`src/rtl/bcd_pkg.sv`:
```
// Shared types and arithmetic helpers for the serial BCD-to-binary converter.
package bcd_pkg;

  typedef enum logic [1:0] {
    IDLE = 2'd0,
    ACC  = 2'd1,
    OUT  = 2'd2
  } state_t;

  localparam logic [3:0] BCD_MAX = 4'd9;

  // acc*10 + digit using shift-and-add only; callers zero-extend to 32 bits.
  function automatic logic [31:0] mul10_add(input logic [31:0] acc, input logic [3:0] digit);
    return (acc << 3) + (acc << 1) + {28'd0, digit};
  endfunction

endpackage

```
`src/rtl/mult10_suma.sv`:
```
// Combinational acc*10 + digit of parameterised width with a carry-out
// flagging any result bits that do not fit in W.
module mult10_suma
  import bcd_pkg::*;
#(
  parameter int W = 10
) (
  input  logic [W-1:0] acc,
  input  logic [3:0]   digit,
  output logic [W-1:0] result,
  output logic         carry
);

  logic [31:0] wide;

  assign wide   = mul10_add(32'(acc), digit);
  assign result = wide[W-1:0];
  assign carry  = |(wide >> W);

endmodule

```
`src/rtl/bcd_serial_a_binario.sv`:
```
// Serial BCD-to-binary converter: digits arrive MSD first, acc = acc*10 + digit,
// result presented on a valid/ready port. Define BCD_SATURATE_EN to clamp bin_out on overflow.
module bcd_serial_a_binario
  import bcd_pkg::*;
#(
  parameter int N          = 6,
  parameter int MAX_DIGITS = 2
) (
  input  logic         clk,
  input  logic         rst,
  input  logic [3:0]   digit_in,
  input  logic         digit_valid,
  input  logic         digit_last,
  output logic         digit_ready,
  output logic [N-1:0] bin_out,
  output logic         bin_valid,
  input  logic         bin_ready,
  output logic         overflow,
  output logic         err_digit,
  output logic [2:0]   digit_count
);

  localparam int         AW      = N + 4;
  localparam logic [2:0] MAX_CNT = 3'(MAX_DIGITS);

  state_t        state, state_nxt;
  logic [AW-1:0] acc, acc_nxt, mul_base, mul_result;
  logic          mul_carry;
  logic          ready_q;
  logic          accept, digit_ok, value_over, count_over;
  logic [2:0]    count_inc, count_nxt;
  logic          ovf_nxt, err_nxt, bin_valid_nxt;
  logic [N-1:0]  bin_out_nxt;

  // The first digit of a frame always starts from zero regardless of acc contents.
  assign mul_base = (state == IDLE) ? '0 : acc;

  mult10_suma #(.W(AW)) u_mult10_suma (
    .acc    (mul_base),
    .digit  (digit_in),
    .result (mul_result),
    .carry  (mul_carry)
  );

  assign digit_ready = ready_q && (state != OUT);
  assign accept      = digit_valid && digit_ready;
  assign digit_ok    = (digit_in <= BCD_MAX);
  assign value_over  = mul_carry || (mul_result[AW-1:N] != '0);
  assign count_inc   = (digit_count == 3'd7) ? 3'd7 : digit_count + 3'd1;
  assign count_over  = (count_inc > MAX_CNT);

  always_ff @(posedge clk or posedge rst) begin
    if (rst) begin
      state       <= IDLE;
      ready_q     <= 1'b0;
      acc         <= '0;
      digit_count <= '0;
      overflow    <= 1'b0;
      err_digit   <= 1'b0;
      bin_out     <= '0;
      bin_valid   <= 1'b0;
    end else begin
      state       <= state_nxt;
      ready_q     <= 1'b1;
      acc         <= acc_nxt;
      digit_count <= count_nxt;
      overflow    <= ovf_nxt;
      err_digit   <= err_nxt;
      bin_out     <= bin_out_nxt;
      bin_valid   <= bin_valid_nxt;
    end
  end

  // IDLE and ACC share the accumulate path; in IDLE acc, count and overflow are zero,
  // so the same arithmetic yields acc <= digit and count <= 1.
  always_comb begin
    state_nxt     = state;
    acc_nxt       = acc;
    count_nxt     = digit_count;
    ovf_nxt       = overflow;
    err_nxt       = err_digit;
    bin_out_nxt   = bin_out;
    bin_valid_nxt = bin_valid;

    case (state)
      IDLE, ACC: begin
        if (state == IDLE) begin
          err_nxt = 1'b0;
        end
        if (accept) begin
          if (!digit_ok) begin
            err_nxt = 1'b1;
          end else if (!overflow) begin
            if (count_over) begin
              ovf_nxt = 1'b1;
            end else begin
              acc_nxt   = mul_result;
              count_nxt = count_inc;
              if (value_over) begin
                ovf_nxt = 1'b1;
              end
            end
          end

          if (digit_last) begin
            state_nxt     = OUT;
            bin_valid_nxt = 1'b1;
`ifdef BCD_SATURATE_EN
            bin_out_nxt   = ovf_nxt ? {N{1'b1}} : acc_nxt[N-1:0];
`else
            bin_out_nxt   = acc_nxt[N-1:0];
`endif
          end else begin
            state_nxt = ACC;
          end
        end
      end

      OUT: begin
        if (bin_ready) begin
          state_nxt     = IDLE;
          bin_valid_nxt = 1'b0;
          acc_nxt       = '0;
          ovf_nxt       = 1'b0;
          count_nxt     = '0;
        end
      end

      default: begin
        state_nxt = IDLE;
      end
    endcase
  end

endmodule

```
`config.mk`:
```
export PLATFORM = sky130hd
export DESIGN_NAME = bcd_serial_a_binario
export DESIGN_NICKNAME = d
export VERILOG_FILES = /design/src/rtl/bcd_pkg.sv /design/src/rtl/mult10_suma.sv /design/src/rtl/bcd_serial_a_binario.sv
export SDC_FILE = /design/constraint.sdc
export NUM_CORES = 1
export LEC_CHECK = 0
export ABC_CLOCK_PERIOD_IN_PS = 3740
export CAP_MARGIN = 10
export CORE_ASPECT_RATIO = 0.6
export CORE_MARGIN = 3
export CORE_UTILIZATION = 56
export DETAILED_ROUTE_END_ITERATION = 10
export HOLD_SLACK_MARGIN = 0.05
export PLACE_DENSITY = 0.84
export RECOVER_POWER = 25
export SLEW_MARGIN = 20
export SYNTH_ARGS = -nofsm -noshare
export SYNTH_HDL_FRONTEND = slang
export SYNTH_SLANG_ARGS = --single-unit
```
`constraint.sdc`:
```
create_clock -name clk -period 3.74 [get_ports clk]
set_input_delay 0.748 -clock clk [delete_from_list [all_inputs] [get_ports clk]]
set_output_delay 0.748 -clock clk [all_outputs]
set_load 0.1 [all_outputs]
```
After elaboration in Yosys (flattened, before gate mapping)
Index checks and enable logic that the tools add are counted.
Storage, ports and cells
  bits in registers: 25
  word-level logic and storage cells: 69
Cells by class
  $add $sub $neg: 3
  magnitude comparators: 2
  equality and inequality tests: 10
  multiplexer cells: 31
  reduce and logical (&&, ||, !) cells: 14
Operators by type and width (count)
  $mux W10: 6
  $reduce_or A22 Y1: 1
  $pmux W10 S2: 1
  $mux W3: 6
  $add A14 B4 Y15: 1
  $add A13 B11 Y14: 1
  $ne A2 B2 Y1 const B: 7
  $mux W1: 11
  $reduce_and A4 Y1: 2
  $mux W2: 3
  $pmux W3 S2: 1
  $reduce_and A3 Y1: 2
  $reduce_and A6 Y1: 1
  $le A4 B4 Y1 const B: 1
  $pmux W1 S2: 2
  $pmux W2 S2: 1
  $reduce_bool A4 Y1: 1
  $add A3 B1 Y3 const B: 1
  $eq A3 B3 Y1 const B: 1
  $gt A3 B2 Y1 const B: 1
  $eq A2 B1 Y1 const B: 1
  $eq A2 B2 Y1 const B: 1
  $logic_and A1 B1 Y1: 2
  $logic_not A2 Y1: 1
  other kinds (4): 4

Depth between registers and ports, before layout
Gate-level depths: netlist of the first run.
  depth in word-level cells: 12
  gate-level depth with buffers: 13
  gate-level depth less buffers: 12

Cells and area by module
Synthesis of the first run repeated with hierarchy kept, for this count alone.
Unflattened totals
  cell total of the unflattened synthesis: 183
  area, all modules: 1824.2 µm²
Modules (own cells, without submodules)
  bcd_serial_a_binario: instances 1, cells each 120, area an instance 1257.5 µm², seq. area each 625.6 µm²
  mult10_suma: instances 1, cells each 63, area an instance 566.8 µm², seq. area each 0.0 µm²

Worst setup path after synthesis of the first run
No wires, ideal clock.
  path kind: flip-flop to flip-flop
  start point: register state[1]
  end point: register overflow
  library setup time: 139 ps
  arrival time: 2778 ps
  required time: 3601 ps
  setup slack: 823 ps
  cell stages (with the launch flop): 14
  buffers on the path: 1
  period minus slack after synthesis: 2917 ps
  cell sequence: dfrtp_1 -> or2_1 -> clkbuf_1 -> and2_1 -> ha_1 -> ha_1 -> inv_1 -> fa_1 -> nand2b_1 -> a21oi_1 -> xnor2_1 -> o2111ai_1 -> nor3b_1 -> a41oi_1
On the way
  cells in the longest elaborated chain, start to end: 12
Ends and longest elaborated chain
  from (decl): line bcd_serial_a_binario.sv:26  | state_t state, state_nxt;
  from (signal assigned): line bcd_serial_a_binario.sv:63  | state <= state_nxt;
  $logic_not A2 Y1: line bcd_serial_a_binario.sv:36, bcd_serial_a_binario.sv:85
  $mux W10: line bcd_serial_a_binario.sv:36  | assign mul_base = (state == IDLE) ? '0 : acc;
  $add A13 B11 Y14: line bcd_pkg.sv:14  | return (acc << 3) + (acc << 1) + {28'd0, digit};
  $add A14 B4 Y15: line bcd_pkg.sv:14
  $reduce_or A22 Y1 or $reduce_bool A4 Y1 (tied branches): line mult10_suma.sv:18, bcd_serial_a_binario.sv:48
  $logic_or A1 B1 Y1: line bcd_serial_a_binario.sv:48  | assign value_over = mul_carry || (mul_result[AW-1:N] != '0);
  $mux W1: line bcd_serial_a_binario.sv:99  | if (value_over) begin
  $mux W1: line bcd_serial_a_binario.sv:94  | if (count_over) begin
  $mux W1: line bcd_serial_a_binario.sv:93  | end else if (!overflow) begin
  $mux W1: line bcd_serial_a_binario.sv:91  | if (!digit_ok) begin
  $mux W1: line bcd_serial_a_binario.sv:90  | if (accept) begin
  $pmux W1 S2: line bcd_serial_a_binario.sv:85  | case (state)
  to (signal assigned): line bcd_serial_a_binario.sv:67  | overflow <= ovf_nxt;
  to (decl): line bcd_serial_a_binario.sv:18  | output logic overflow,
Several ways; a longest one is shown, not always the timed one. The select of a mux whose other input is x is not followed.
A chain may end at the register's enable or synchronous reset.

Worst setup path after layout of the first run
Same ends and word-level chain as after synthesis.

==> impl_metrics.csv, run 1 <==
group,metric,value,unit
run_status,status,"finished clean",
die,dieArea,4080,um^2
power,p_leak,1.03,nW
synthesis,ys.flop_type,"dfrtp_1",
sta,drv_slew,0,
finish,nFillCells,242,
sta,tns,0,ns
worst_setup_path,r2r-end,"overflow",
clock_tree,insertion_delay,0.27,ns
die,io_pins,22,
worst_setup_path,worstSetupPathType,"flip-flop to flip-flop",
synthesis,synthAdderAreaFrac,15.2,%
synthesis,synth-simple-area-share,20.3,%
clock_tree,cts.sinks,25,
drt,drtAntennaViolNets,0,
synthesis,avgSynthCellArea,9.37,um^2
clock_tree,cts_tree,"yes",
run,cap_viol_max_count,0,
global_route,grt_usage,23.7,%
synthesis,synth_area,1860,um^2
drt,via_per_inst,6.00,
worst_setup_path,arrival,3.42,ns
worst_setup_path,r2r_slack,0.46,ns
synthesis,yosysWarningCount,0,
synthesis,ys_types,50,
sta,tightestPinTransition,0.988,ns
worst_hold_path,hold_end,"acc[6]",
clock_tree,cts_buffers,3,
sta,rsz0062_at_grt,"no",
global_route,grt_max_degree,26,
sta,hold_viol_final,0,
synthesis,synth_edf_count,0,
placement,post-place-ws,0.334,ns
drt,routed_wl,4290,um
sta,layout_setup_ws,0.461,ns
power,ir_worst_vdd,614,uV
die,rows,15,
worst_setup_path,r2r_cells,12,
synthesis,synth_compound_area_share,21.9,%
sta,fin_worst_skew,0.00329,ns
sta,min_period,3.28,ns
finish,num-nets-final,251,
worst_setup_path,cp-end-kind,"flip-flop",
sta,fin_crit_sh,87.7,%
sta,clock.fmax,0.305,GHz
worst_hold_path,min_from,"acc[6]",
clock_tree,cts.htree.levels,1,
worst_setup_path,start_kind,"flip-flop",
die,die_width,80.5,um
worst_setup_path,reg2reg_from,"state[1]",
synthesis,seq_area_frac_synth,33.6,%
global_route,overflow,0,
synthesis,syn-num-nets,230,
finish,antenna_cells,0,
drt,first_pass_iters,5,
clock_tree,clk_path_buf_depth,2,
worst_setup_path,worstPathMaxFanout,12,
drt,wire_per_inst,16.4,um
drt,vias,1566,
synthesis,synthCells,199,
sta,slew_headroom,34.0,%
global_route,antenna_found_initial,0,
drt,drtIter0Drc,137,
die,initial_utilization,61.7,%
die,coreArea,3020,um^2
clock_tree,root_buffer,"clkbuf_8",
finish,fin_util,70.9,%
worst_hold_path,holdPathStages,1,
synthesis,synthXorXnorAreaFrac,3.76,%
synthesis,ys_ff_latch,25,
global_route,grt_pass1_wl,7360,um
die,die_y,50.7,um
worst_hold_path,hp-class,"flip-flop to flip-flop",
clock_tree,ctsHoldBuffers,0,
placement,port_buffers,21,
synthesis,synth_top_family_by_area,"compound AO/OA/AOI/OAI gates",
placement,placed_area,2100,um^2
power,powerDensity,830,nW/um^2
sta,setup_violations,0,
worst_setup_path,cp.required,3.88,ns
finish,finalInstanceArea,2140,um^2
clock_tree,path_clk_slew,0.09,ns
global_route,grt_pass1_vias,1526,
synthesis,ys_async_sr_fraction,100,%
placement,place.gp.congestion,0.892,
finish,area_growth,14.9,%
clock_tree,post-cts-setup-buffers,0,
finish,drive_above_1_share,6.85,%
clock_tree,post_cts_resized,0,
drt,drcViolationCount,0,
placement,hpwl,3490,um
synthesis,synth_mux_area_share,1.61,%
-- flip-flops by register name (all words and copies together) (netlist names) --
name         flops
acc             10
bin_out          6
bin_valid        1
digit_count      3
err_digit        1
overflow         1
ready_q          1
state            2
-- report_power, final --
group          internal [mW]  total, mW  switching (mW)
Combinational          0.380       1.17           0.790
Clock                 0.0763      0.161          0.0851
Sequential             0.370      0.448          0.0780
-- kinds of logic after synthesis --
family                   count (synthesis)
XOR/XNOR                                 8
multiplexers                             3
flip-flops                              25
buffers and inverters                   15
AO/OA/AOI/OAI                           58
AND/OR/NAND/NOR                         67
adder cells (fa/ha/maj)                 22
other                                    1
-- through the flow --
stage	total power, mW	std cells	hold WS, ns
CTS	1.78	261	0.485
finish	1.78	261	0.485
floorplan	1.36	199	0.441
global route	1.90	261	0.505
global placement	1.58	257	0.455
detailed placement	1.62	257	0.466
-- synth_stat cells (3+ instances only) --
cell type   n  share of area [%]
mux2i_1     3                1.6
nand3_1     3               0.81
nor2_1     13                2.6
clkbuf_1    3               0.60
ha_1       21                 14
and2_1     10                3.4
inv_1       9                1.8
nand2_1    20                4.0
xnor2_1     5                2.3
xor2_1      3                1.4
nand2b_1    3                1.0
a22o_1      9                4.2
dfrtp_1    25                 34
a21oi_1    16                4.3
o21ai_0     6                1.6
o21ai_1     7                1.9
-- cells in the final DEF (no fill, tap or decap), drive strengths merged, types with 3 or more instances in the layout --
| cell type | instances |
|---|---|
| a21oi | 16 |
| and2 | 10 |
| nor2 | 15 |
| dfrtp | 25 |
| nand3 | 3 |
| or2 | 3 |
| ha | 21 |
| clkdlybuf4s50 | 18 |
| o21ai | 14 |
| a22o | 9 |
| nand2 | 21 |
| mux2i | 3 |
| xnor2 | 5 |
| nand2b | 3 |
| inv | 9 |
| xor2 | 3 |
| clkbuf | 4 |
-- worst max-delay path by stage --
stage / start / endpoint / slack (ns)
final: state[1] / overflow / 0.46
after CTS: state[1] / overflow / 0.50
after global routing: state[1] / overflow / 0.21
after detailed placement: digit_in[3] / overflow / 0.33
after global placement: digit_in[3] / overflow / 0.42
after floorplan: state[1] / overflow / 0.82
-- layer usage --
metal	global-route usage (%)	routed length, um	vias to the layer above	part of all wire (%)
met4	4.49	39	0	0.91
li1	-	-	760	-
met2	35.4	1870	39	43
met1	33.6	2090	763	49
met5	0	0	-	0
met3	7.71	295	4	6.9
-- critical path, stage by stage (launching register included) --
cell and delay, ns:
dfrtp_1 0.50, or2_1 0.39, nand2_1 0.17, xnor2_1 0.16, ha_1 0.31, inv_1 0.06, fa_1 0.43, nand2b_1 0.20
a21oi_1 0.19, xnor2_1 0.18, o2111ai_1 0.14, nor3b_1 0.27, a41oi_1 0.14
-- area by class of cell --
| class | count | area [um^2] | share of cell area, % |
|---|---|---|---|
| Multi-Input combinational cell | 159 | 1170 | 54.6 |
| Clock buffer | 4 | 45.0 | 2.10 |
| Tap cell | 42 | 52.6 | 2.45 |
| Timing Repair Buffer | 22 | 215 | 10.0 |
| Inverter | 9 | 33.8 | 1.58 |
| Sequential cell | 25 | 626 | 29.2 |
Note: power is estimated with default switching activity, not from simulation.
==> run 2: changes to the inputs <==
Settings changed: CORE_MARGIN 3 to default.
==> impl_metrics.csv, run 2 (synthesis results as in run 1) <==
group,metric,value,unit
clock_tree,cts.sinks,25,
global_route,grt_max_degree,26,
sta,fin_worst_skew,0.00341,ns
die,initial_utilization,61.7,%
sta,slew_headroom,34.6,%
worst_setup_path,crit_chain,"or2_1, and2_1, ha_1, ha_1, inv_1, fa_1, nand2b_1, a21oi_1, o31ai_1, a21oi_1, a21bo_2, a41oi_1",
sta,tightestPinTransition,0.977,ns
power,ir_worst_vdd,782,uV
global_route,antenna_found_initial,0,
drt,drcViolationCount,0,
global_route,grt_pass1_wl,6960,um
run,cap_viol_max_count,0,
clock_tree,cts_tree,"yes",
sta,tns,0,ns
worst_setup_path,reg2reg_from,"state[1]",
global_route,grt_usage,26.3,%
worst_hold_path,hp-class,"flip-flop to flip-flop",
worst_setup_path,start_kind,"flip-flop",
drt,drtIter0Drc,136,
worst_setup_path,cp-end-kind,"flip-flop",
global_route,grt_pass1_vias,1489,
clock_tree,cts_buffers,3,
placement,hpwl,3270,um
power,powerDensity,834,nW/um^2
finish,antenna_cells,0,
finish,top_register,"acc",
placement,post-place-ws,0.372,ns
worst_setup_path,slowest_stage,"dfrtp_1",
placement,port_buffers,21,
clock_tree,post_cts_resized,0,
clock_tree,root_buffer,"clkbuf_8",
worst_hold_path,min_from,"bin_out[1]",
die,coreArea,3020,um^2
drt,drtAntennaViolNets,0,
die,dieArea,3570,um^2
finish,num-nets-final,250,
global_route,overflow,0,
die,io_pins,22,
drt,via_per_inst,6.10,
worst_setup_path,path_buf_inv,1,
finish,area_growth,14.6,%
finish,nFillCells,233,
finish,largestRegisters,"acc x10, bin_out x6, digit_count x3",
worst_setup_path,worst_path_dominant_cell_family,"compound AO/OA/AOI/OAI gates",
clock_tree,cts.htree.levels,1,
finish,multi_input_area,1170,um^2
placement,place.gp.congestion,0.978,
sta,clock.fmax,0.307,GHz
clock_tree,path_clk_slew,0.09,ns
sta,hold_viol_final,0,
clock_tree,post-cts-setup-buffers,0,
worst_setup_path,arrival,3.43,ns
drt,first_pass_iters,4,
die,rows,15,
sta,setup_violations,0,
run_status,status,"finished clean",
drt,wire_per_inst,16.2,um
finish,seq_area,626,um^2
finish,final_cell_mix,"dfrtp_1 (25), ha_1 (21), nand2_1 (20)",
finish,final_common_cell,"dfrtp_1",
power,p_leak,1.03,nW
sta,rsz0062_at_grt,"no",
worst_setup_path,startpoint,"state[1]",
worst_setup_path,worstPathMaxFanout,12,
die,die_width,76.5,um
die,die_y,46.7,um
sta,fin_crit_sh,87.0,%
sta,min_period,3.25,ns
worst_setup_path,cp.required,3.92,ns
drt,vias,1586,
worst_setup_path,worstSetupPathType,"flip-flop to flip-flop",
sta,layout_setup_ws,0.487,ns
finish,largest_reg_flops,10,
sta,drv_slew,0,
worst_setup_path,max_stage_delay,0.49,ns
clock_tree,ctsHoldBuffers,0,
finish,drive_above_1_share,6.42,%
clock_tree,clk_path_buf_depth,2,
drt,routed_wl,4200,um
clock_tree,insertion_delay,0.27,ns
power,finalPower,1.78,mW
[run 2: layout make-up]
type,instances,share of cell area [%]
clock buffer,3,1.93
clock inverter,1,0.234
inverter,9,1.58
multi-input combinational,159,54.8
sequential,25,29.3
tap,42,2.46
timing repair buffer,21,9.72
[run 2: per-layer routing]
layer	up-vias	routed length [um]	global-route usage, %
li1	755	-	-
met1	767	1950	34.2
met2	60	1940	47.2
met3	4	278	4.55
met4	0	27	6.15
met5	-	0	0
[run 2: power by group]
part	switching (mW)	total [mW]	internal, mW	leakage [nW]
sequential	0.0764	0.446	0.370	0.324
combinational	0.797	1.18	0.380	0.680
clock	0.0841	0.159	0.0745	0.0255
[run 2: per-stage QoR]
step	area [um^2]	hold slack, ns	util [%]	std cells
global route	2140	0.506	70.7	260
finish	2140	0.493	70.7	260
global placement	2090	0.456	69.2	256
floorplan	1860	0.441	-	199
detailed placement	2090	0.475	69.2	256
CTS	2140	0.496	70.8	260
[run 2: worst reg2reg max path: stages, from the launching register on]
cell and delay (ns):
dfrtp_1 0.49, or2_1 0.40, and2_1 0.25, ha_1 0.29, ha_1 0.17, inv_1 0.06, fa_1 0.36, nand2b_1 0.21
a21oi_1 0.18, o31ai_1 0.15, a21oi_1 0.17, a21bo_2 0.25, a41oi_1 0.20
[run 2: path summary, 6_finish.rpt]
check	to	slack, ns	depth (start not counted)
min reg2reg	bin_out[1]	0.49	2
max reg2reg	overflow	0.49	12
min in group asynchronous	ready_q	1.11	2
max	overflow	0.49	12
max in group asynchronous	acc[9]	2.08	2
min	bin_out[1]	0.49	2
==> run 3: changes to the inputs <==
--- a/config.mk
+++ b/config.mk
@@ -6,11 +6,13 @@
 export NUM_CORES = 1
 export LEC_CHECK = 0
+export ABC_AREA = 1
 export ABC_CLOCK_PERIOD_IN_PS = 3740
 export CAP_MARGIN = 10
 export CORE_ASPECT_RATIO = 0.6
-export CORE_UTILIZATION = 56
+export CORE_UTILIZATION = 63
 export DETAILED_ROUTE_END_ITERATION = 10
+export DONT_BUFFER_PORTS = 1
 export HOLD_SLACK_MARGIN = 0.05
-export PLACE_DENSITY = 0.84
+export PLACE_DENSITY = 0.83
 export RECOVER_POWER = 25
 export SLEW_MARGIN = 20
==> constraint.sdc (replaced) <==
create_clock -name clk -period 3.74 [get_ports clk]
set_input_delay 0.748 -clock clk [delete_from_list [all_inputs] [get_ports clk]]
set_output_delay 0.748 -clock clk [all_outputs]
set_load 0.05 [all_outputs]
==> impl_metrics.csv, run 3 <==
group,metric,value,unit
sta,tightestPinTransition,0.928,ns
die,rows,15,
sta,layout_setup_ws,0.557,ns
worst_setup_path,cp.required,3.91,ns
run,cap_viol_max_count,0,
finish,final_cell_mix,"nand2_1 (74), inv_1 (52), nor2_1 (29)",
sta,min_period,3.18,ns
sta,drv_slew,0,
worst_setup_path,start_kind,"flip-flop",
sta,setup_violations,0,
sta,fin_worst_skew,0.00854,ns
finish,antenna_cells,0,
synthesis,synthAdderAreaFrac,14.3,%
run_status,status,"finished clean",
clock_tree,cts_tree,"yes",
clock_tree,cts_buffers,3,
die,initial_utilization,67.5,%
synthesis,ys_types,31,
power,p_leak,1.14,nW
drt,routed_wl,4460,um
drt,via_per_inst,5.60,
worst_hold_path,hp-class,"flip-flop to flip-flop",
worst_setup_path,crit_top_cell,"nand2_1",
power,ir_worst_vdd,563,uV
sta,fin_hold_ws,0.528,ns
die,coreArea,2930,um^2
synthesis,synth_top_area_share,31.7,%
finish,largestRegisters,"acc x10, bin_out x6, digit_count x3",
synthesis,synth_top_family_by_area,"simple AND/OR/NAND/NOR gates",
worst_setup_path,crit_chain,"nor2_2, inv_1, nand2_1, xor2_1, inv_1, ha_1, inv_1, fa_1, inv_1, nand2_1, nand2_1, nand2_1, nand2_1, nand2_1, nor2_1, nand3_1, nor2_1, nand2_1, nand2_1, nand2_1",
synthesis,synth_area_leader_cell,"dfrtp_1",
worst_setup_path,slowest_stage,"dfrtp_1",
die,die_y,45.4,um
synthesis,ys.flop_type,"dfrtp_1",
finish,nFillCells,252,
worst_setup_path,max_stage_delay,0.45,ns
clock_tree,root_buffer,"clkbuf_8",
finish,final_common_cell,"nand2_1",
drt,drtAntennaViolNets,0,
synthesis,synth_area,1980,um^2
drt,drtIter0Drc,213,
worst_setup_path,r2r_slack,0.56,ns
clock_tree,post_cts_resized,0,
finish,num-nets-final,314,
drt,first_pass_iters,5,
worst_setup_path,startpoint,"state[1]",
sta,hold_viol_final,0,
synthesis,avgSynthCellArea,7.08,um^2
placement,port_buffers,0,
worst_setup_path,arrival,3.35,ns
power,powerDensity,695,nW/um^2
clock_tree,cts.htree.levels,1,
placement,place.gp.congestion,0.964,
synthesis,synth_area_leaders,"dfrtp_1 (32%), nand2_1 (14%), ha_1 (13%)",
finish,largest_reg_flops,10,
worst_setup_path,worstSetupPathType,"flip-flop to flip-flop",
clock_tree,post-cts-setup-buffers,0,
finish,drive_above_1_share,5.67,%
finish,area_growth,4.56,%
sta,fin_crit_sh,85.1,%
synthesis,synth_most_common_cell,"nand2_1",
synthesis,synthTopCellsByCount,"nand2_1 (74), inv_1 (52), nor2_1 (29)",
clock_tree,cts.sinks,25,
clock_tree,ctsHoldBuffers,0,
sta,clock.fmax,0.314,GHz
drt,drcViolationCount,0,
global_route,antenna_found_initial,0,
synthesis,yosysWarningCount,0,
synthesis,ys_ff_latch,25,
synthesis,syn-num-nets,310,
synthesis,synth_edf_count,0,
synthesis,synth-simple-area-share,28.0,%
synthesis,synthCells,279,
worst_setup_path,worstPathMaxFanout,10,
global_route,grt_max_degree,26,
placement,post-place-ws,0.617,ns
synthesis,seq_area_frac_synth,31.7,%
sta,rsz0062_at_grt,"no",
drt,vias,1815,
worst_setup_path,reg2reg_from,"state[1]",
sta,slew_headroom,38.1,%
synthesis,synth_mux_area_share,0,%
synthesis,ys_async_sr_fraction,100,%
synthesis,synthXorXnorAreaFrac,0.887,%
clock_tree,path_clk_slew,0.09,ns
global_route,overflow,0,
die,die_width,74.3,um
worst_setup_path,cp-end-kind,"flip-flop",
worst_hold_path,holdPathStages,2,
clock_tree,clk_path_buf_depth,2,
worst_setup_path,r2r_cells,20,
sta,tns,0,ns
worst_setup_path,crit_end,"overflow",
global_route,grt_pass1_wl,7300,um
global_route,grt_usage,29.3,%
global_route,grt_pass1_vias,1563,
die,io_pins,22,
placement,hpwl,3630,um
clock_tree,insertion_delay,0.27,ns
drt,wire_per_inst,13.8,um
finish,top_register,"acc",
synthesis,synth_compound_area_share,13.7,%
worst_setup_path,r2r-end,"overflow",
die,dieArea,3370,um^2
## run 3: cell types whose count changed after synthesis, sizes merged, moves of 9 or more
cell	change
nand2	+54
inv	+46
nor2	+17
nand3	+13
and2	-10
a21oi	-9
## run 3: per-stage QoR
step	instance area (um^2)	power (mW)	instances	utilization, %
floorplan	1980	1.11	279	-
global placement	2020	1.24	320	68.9
detailed placement	2020	1.26	320	68.9
CTS	2070	1.42	324	70.6
global route	2070	1.55	324	70.6
finish	2070	1.44	324	70.6
## run 3: final cells by class
type,count,area (um^2),share of cell area (%)
multi-input cells,198,1130,54.6
clock buffers,3,41.3,2.00
flip-flops and latches,25,626,30.3
well taps,42,52.6,2.54
inverters,55,211,10.2
clock inverters,1,7.51,0.363
## run 3: logic make-up after synthesis
kind of cell,count (synthesis)
buf+inv,56
simple gates,130
compound gates,43
xor+xnor,2
other cells,1
fa+ha+maj,22
flops,25
## run 3: per-layer routing
layer	global-route usage, %	wire, um	up-vias	part of all wire (%)
li1	-	-	898	-
met1	46.5	2240	830	50
met2	41.8	1800	81	40
met3	5.75	399	6	9.0
met4	4.53	22	0	0.49
met5	0	0	-	0
## run 3: report_power, final
group / internal (mW) / total, mW / switching (mW)
sequential: 0.365 / 0.620 / 0.254
clock: 0.0755 / 0.161 / 0.0860
combinational: 0.228 / 0.654 / 0.426
## run 3: worst min path at each step
| stage | slack, ns | endpoint | startpoint |
|---|---|---|---|
| 3_5_place_dp | 0.51 | acc[6] | acc[6] |
| 5_1_grt | 0.55 | acc[8] | acc[8] |
| 3_3_place_gp | 0.50 | acc[6] | acc[6] |
| 2_1_floorplan | 0.49 | acc[6] | acc[6] |
| 4_1_cts | 0.53 | acc[6] | acc[6] |
| 6_report | 0.53 | acc[6] | acc[6] |
## run 3: worst max-delay path, delay by kind of cell, from the launching register on
kind	cells	cell delay (ns)
xor gates and xnor gates	1	0.16
adders and majority gates	2	0.73
buffers and inverters	4	0.39
DFF	1	0.45
and+or+nand+nor	13	1.32
